File: config.mk
export PLATFORM = sky130hd
export DESIGN_NAME = fetch_stage
export DESIGN_NICKNAME = d
export VERILOG_FILES = /design/src/rtl/fetch_pkg.sv /design/src/rtl/fetch_skid.sv /design/src/rtl/fetch_stage.sv
export SDC_FILE = /design/constraint.sdc
export NUM_CORES = 1
export LEC_CHECK = 0
export ABC_AREA = 1
export CORE_ASPECT_RATIO = 1.1
export CORE_MARGIN = 5
export CORE_UTILIZATION = 45
export CTS_CLUSTER_DIAMETER = 80
export DETAILED_ROUTE_END_ITERATION = 7
export PLACE_DENSITY = 0.65
export SYNTH_ARGS = -nofsm -noshare
export SYNTH_HDL_FRONTEND = slang
export SYNTH_HIERARCHICAL = 1
export SYNTH_SLANG_ARGS = --single-unit
File: constraint.sdc
create_clock -name clkd -period 8.54 [get_ports clkd]
set_clock_uncertainty 0.05 [all_clocks]
set_input_delay 1.281 -clock clkd [delete_from_list [all_inputs] [get_ports clkd]]
set_output_delay 1.281 -clock clkd [all_outputs]
set_load 0.05 [all_outputs]
File: src/rtl/fetch_pkg.sv
// fetch_pkg: fetch state encoding and default parameter constants
package fetch_pkg;
  typedef enum logic {RUN, HALT} fetch_state_t;
  localparam int          DEF_XLEN         = 32;
  localparam int          DEF_IM_AW        = 8;
  localparam int unsigned DEF_PC_STEP      = 1;
  localparam int unsigned DEF_RESET_PC     = 0;
  localparam int          DEF_HALT_ON_ZERO = 0;
endpackage

File: src/rtl/fetch_skid.sv
// fetch_skid: one-entry word+link-PC holding register for responses arriving under stall
module fetch_skid
  import fetch_pkg::*;
#(
  parameter int XLEN = DEF_XLEN
) (
  input  logic            clkd,
  input  logic            rst,
  input  logic            clr,
  input  logic            load,
  input  logic [XLEN-1:0] word_in,
  input  logic [XLEN-1:0] pc_in,
  output logic            valid,
  output logic [XLEN-1:0] word,
  output logic [XLEN-1:0] pc
);
  always_ff @(posedge clkd) begin
    if (rst || clr) valid <= 1'b0;
    else if (load) begin
      valid <= 1'b1;
      word  <= word_in;
      pc    <= pc_in;
    end
  end
endmodule

File: src/rtl/fetch_stage.sv
// fetch_stage: single-issue instruction fetch with one-cycle memory latency, skid, redirect and halt-on-zero
module fetch_stage
  import fetch_pkg::*;
#(
  parameter int          XLEN         = DEF_XLEN,
  parameter int          IM_AW        = DEF_IM_AW,
  parameter int unsigned PC_STEP      = DEF_PC_STEP,
  parameter int unsigned RESET_PC     = DEF_RESET_PC,
  parameter int          HALT_ON_ZERO = DEF_HALT_ON_ZERO
) (
  input  logic             clkd,
  input  logic             rst,
  input  logic             stall,
  input  logic             redirect_valid,
  input  logic [XLEN-1:0]  redirect_pc,
  output logic             imem_en,
  output logic [IM_AW-1:0] imem_addr,
  input  logic [XLEN-1:0]  imem_rdata,
  output logic [XLEN-1:0]  instr_out,
  output logic [XLEN-1:0]  pc_out,
  output logic             instr_valid,
  output logic             halted
);
  fetch_state_t state, state_nx;
  logic [XLEN-1:0] pc, pend_pc, link, skid_word, skid_pc;
  logic pend, issue, zero_hit, skid_valid, skid_load, skid_clr;
  always_comb begin
    issue     = !rst && state == RUN && !stall && !redirect_valid;
    zero_hit  = HALT_ON_ZERO != 0 && pend && imem_rdata == '0;
    link      = pend_pc + XLEN'(PC_STEP);
    skid_load = stall && pend && !redirect_valid && !zero_hit;
    skid_clr  = redirect_valid || !stall;
    state_nx  = redirect_valid ? RUN : zero_hit ? HALT : state;
  end
  assign imem_en   = issue;
  assign imem_addr = pc[IM_AW-1:0];
  assign halted    = state == HALT;
  always_ff @(posedge clkd) begin
    if (rst) state <= RUN;
    else state <= state_nx;
  end
  fetch_skid #(.XLEN(XLEN)) u_skid (
    .clkd(clkd), .rst(rst), .clr(skid_clr), .load(skid_load),
    .word_in(imem_rdata), .pc_in(link),
    .valid(skid_valid), .word(skid_word), .pc(skid_pc)
  );
  // a halting word is dropped together with whatever was issued alongside it
  always_ff @(posedge clkd) begin
    if (rst) begin
      pc          <= XLEN'(RESET_PC);
      pend        <= 1'b0;
      pend_pc     <= '0;
      instr_out   <= '0;
      pc_out      <= '0;
      instr_valid <= 1'b0;
    end else begin
      pend <= issue && !zero_hit;
      if (issue) begin
        pc      <= pc + XLEN'(PC_STEP);
        pend_pc <= pc;
      end
      if (redirect_valid) begin
        pc          <= redirect_pc;
        instr_valid <= 1'b0;
      end else if (!stall) begin
        if (skid_valid) begin
          instr_out   <= skid_word;
          pc_out      <= skid_pc;
          instr_valid <= 1'b1;
        end else if (pend && !zero_hit) begin
          instr_out   <= imem_rdata;
          pc_out      <= link;
          instr_valid <= 1'b1;
        end else instr_valid <= 1'b0;
      end
    end
  end
endmodule

Word-level counts from Yosys, hierarchy flattened
Cells that the tools add are included.
Storage, ports and cells
  register bits: 195
  bits of input ports: 68
  output and inout bits: 75
Cells by class
  add/subtract/negate cells: 2
  muxes and demuxes: 8
  bitwise logic cells: 3
  reduce and logical (&&, ||, !) cells: 14
Operator list (number)
  32-bit 2-to-1 mux: 6
  32-bit by 1-bit adder with 32-bit output, second input constant: 2
  1-bit logical AND: 4
  2-bit nonzero test: 2
  1-bit zero test: 3
  1-bit NOT: 3
  3-bit AND reduction: 1
  1-bit logical OR: 2
  1-bit 2-to-1 mux: 2
  2-bit AND reduction: 1
  2-bit OR reduction: 1

Longest topological paths before layout
  depth after elaboration: 5
  gate-level depth with buffers: 11
  mapped depth without buffers: 10

Hierarchy
Netlist, hierarchy kept.
By module, submodules not included
  fetch_stage: times used 1, cells an instance 1094, area an instance 6986.7 sq um
  fetch_skid: times used 1, cells an instance 72, area an instance 1968.1 sq um

Worst setup path after synthesis
Ideal clock, no wire load.
  path kind: in2reg
  start: in redirect_valid
  end: reg u_skid.pc[0], enable pin
  setup time: 0.487 ns
  arrival time: 4.795 ns
  required time: 8.003 ns
  setup slack: 3.208 ns
  stages on the path: 7
  buffers on the path: 2
  cells stage by stage: buf_2 > inv_2 > buf_1 > nand2_1 > nor2_1 > inv_1 > nor2_1
On the way
  cells in the longest elaborated chain, start to end: 4
  elaborated cells between the ends (all ways): 6
  classes of those cells: bitwise (1); reduce/logical (5)
RTL lines
  start, declared: RTL line fetch_stage.sv:14  | input logic redirect_valid,
  1-bit logical OR: RTL line fetch_stage.sv:32  | skid_clr = redirect_valid || !stall;
  named net skid_clr: RTL line fetch_stage.sv:26  | logic pend, issue, zero_hit, skid_valid, skid_load, skid_clr;
  1-bit logical OR: RTL line fetch_skid.sv:18  | if (rst || clr) valid <= 1'b0;
  1-bit NOT (no source line)
  2-bit AND reduction (no source line)
  end signal, assigned: RTL line fetch_skid.sv:22  | pc <= pc_in;
  end, declared: RTL line fetch_skid.sv:15  | output logic [XLEN-1:0] pc
The timed path passes the listed nets, and every way through them passes these cells.
A chain may end at the register's enable or synchronous reset.

Worst setup path after layout
  start: in rst
  end: out imem_en
On the way
  cells in the longest elaborated chain, start to end: 3
RTL lines
  start, declared: RTL line fetch_stage.sv:12  | input logic rst,
  1-bit zero test: RTL line fetch_stage.sv:28  | issue = !rst && state == RUN && !stall && !redirect_valid;
  1-bit logical AND (2 in series): RTL line fetch_stage.sv:28
  end, declared: RTL line fetch_stage.sv:16  | output logic imem_en,
Every way passes these cells.

==> flow_summary.toml <==
[clock_tree]
clkLatencyLatePin_ps = 430
clk_path_buf_depth = 2
cts_buffers = 17
clock-sinks = 195
ctsRootBufferMaster = "clkbuf_16"
clkTransAtPathRegs_ps = 80
postCtsSetupBuffers = 0
htree_levels = 4
cts_tree = "built"
cts_resized = 0
cts_hold_buffers = 0

[placement]
dp_worst_setup_slack_ps = 3711
placed_area_um2 = 10460
dp_hpwl_um = 16580
dp_cells = 1502
gp_congestion = 0.9239
port_buffers = 141

[pwr]
finalPower_mw = 1.958
p_leak_nw = 4.067
power_density_nw_per_um2 = 177.5
vdd_drop_max_v = 0.0001401

[floorplan]
start_util_pct = 45.39
core_area_um2 = 19730
dieHeight_um = 158.0
io_pins = 143
dieArea_um2 = 22820
row_count = 54
die_w_um = 144.5

[timing]
maxSlewViolCount = 0
fmax_mhz = 207.7
hold_viol_final = 0
slew-limit-headroom_pct = 31.93
tightest_slew_ps = 1020
timing.final.crit_period_ps = 4816
final.period_utilization_pct = 56.39
holdWs_ps = 428.6
setup_tns_ps = 0
rsz0062_at_grt = "no"
setup_viol_count_final = 0
fin_ws_ps = 3724

[flow_run]
max_cap_violations = 0

[detailed_routing]
first_iter_violations = 476
wl_per_cell_um = 15.60
viasPerCell = 5.192
vias = 7965
routed_wl_um = 23940
ant_nets = 0
drc_errors = 0
drtPass1Iterations = 5

[hold_path]
timing.hold.worst.class = "flop to flop"
hold_depth = 2
hold-path-endpoint = "instr_valid"
hold_start = "instr_valid"

[synth]
ys_warn_count = 6
synthesis.area_um2 = 8955
syn_nets = 1236
yosysUniqueCellTypes = 36
synth-edff-count = 64
postSynthAreaPerCell_um2 = 7.680
syn_inst = 1166
synth_ff_type = "dfxtp_1"
synth_async_sr_flop_share_pct = 0
seq_area_frac_synth_pct = 50.75
yosys_register_bits = 195

[worst_setup_path]
rr_startpoint = "u_skid/valid"
end_kind = "output pin"
startpoint_type = "input port"
critPathKind = "input port to output pin"
critPathRequiredTime_ps = 7210
r2r_end = "pc_out[11]"
worstRegToRegCells = 6
cp_data_arrival_time_ps = 3480
r2r_setup_slack_ps = 6290
crit_fanout = 38

[final_layout]
antenna_cells = 0
design_area_um2 = 11030
drive_gt1_share_pct = 4.836
utilization_pct = 55.90
fin_cells = 1534
mostFrequentLayoutCells = "337 x nand2_1, 141 x clkdlybuf4s50_1, 130 x dfxtp_1, 124 x nor2_1, 104 x o21ai_0"
area_growth_pct = 23.15
layout.nets = 1339
final_common_cell = "nand2_1"

[run_status]
status = "completed"

[global_route]
grt_pass1_vias = 7300
grt_max_degree = 95
grt_pass1_wl_um = 38290
antenna_found_initial = 0
grt.overflow.total = 0
gr-usage-all-layers_pct = 21.16
## how the worst max path moves through the flow
| stage | from | to | slack [ps] |
|---|---|---|---|
| after CTS | rst | imem_en | 3710 |
| after global placement | rst | imem_en | 3730 |
| after detailed placement | rst | imem_en | 3710 |
| final | rst | imem_en | 3720 |
| after floorplan | redirect_valid | u_skid/pc[0] | 3210 |
| after global routing | rst | imem_en | 3630 |
## synth_stat cells (all sizes together), types with 2 or more instances
cell type	instances	area [um2]
buf	27	158.9
xnor2	2	17.52
clkbuf	39	146.4
xor2	13	113.9
dfxtp	131	2623
nand2	337	1265
nand3b	13	97.59
a31oi	37	231.5
nand3	65	325.3
nor3	11	55.05
and2	4	25.02
inv	73	276.5
o21ai	104	520.5
or2	3	18.77
nor2	137	565.5
a21oi	87	435.4
edfxtp	64	1922
ha	2	25.02
nand4	2	12.51
o211ai	9	77.57
## routing by layer
layer | vias up | global-route usage [%] | wire length (um)
li1 | 4086 | - | -
met1 | 3638 | 28.75 | 10670
met2 | 212 | 34.36 | 11550
met3 | 29 | 3.625 | 1260
met4 | 0 | 7.019 | 456
met5 | - | 0 | 0
## sequential cells by signal, summed over array words and instances, names as in the netlist
| name | cells |
|---|---|
| u_skid/pc | 32 |
| pc | 32 |
| pc_out | 32 |
| u_skid/valid | 1 |
| pend | 1 |
| u_skid/word | 32 |
| pend_pc | 32 |
| instr_valid | 1 |
| instr_out | 32 |
## cells by family after synthesis
| logic type | count (synthesis) | synth area share [%] |
|---|---|---|
| xor gates and xnor gates | 15 | 1.467 |
| and+or+nand+nor | 573 | 26.48 |
| AOI/OAI and AO/OA | 241 | 14.49 |
| DFF | 195 | 50.75 |
| buffers and inverters | 139 | 6.497 |
| other | 1 | 0.04188 |
| adders and majority gates | 2 | 0.2794 |
## layout make-up
cell class,instances,area [um2]
inverter,73,277.8
clock inverter,13,123.9
tap,252,315.3
sequential,195,4546
clock buffer,19,442.9
timing repair buffer,150,1479
fill,1910,8701
multi-input combinational,832,3844
## power by group
group          total (mW)  leakage (nW)  switching, mW  internal, mW
Sequential           1.01          1.63         0.0267         0.981
Clock               0.760         0.282          0.367         0.393
Combinational       0.190          2.15          0.114        0.0760
Total                1.96          4.07          0.508          1.45
## critical path: stages
cell,delay [ps]
clkdlybuf4s50_1,390
buf_4,270
nor2_4,310
inv_4,120
nor2_8,240
clkdlybuf4s50_1,860
(Power assumes the default switching activity.)
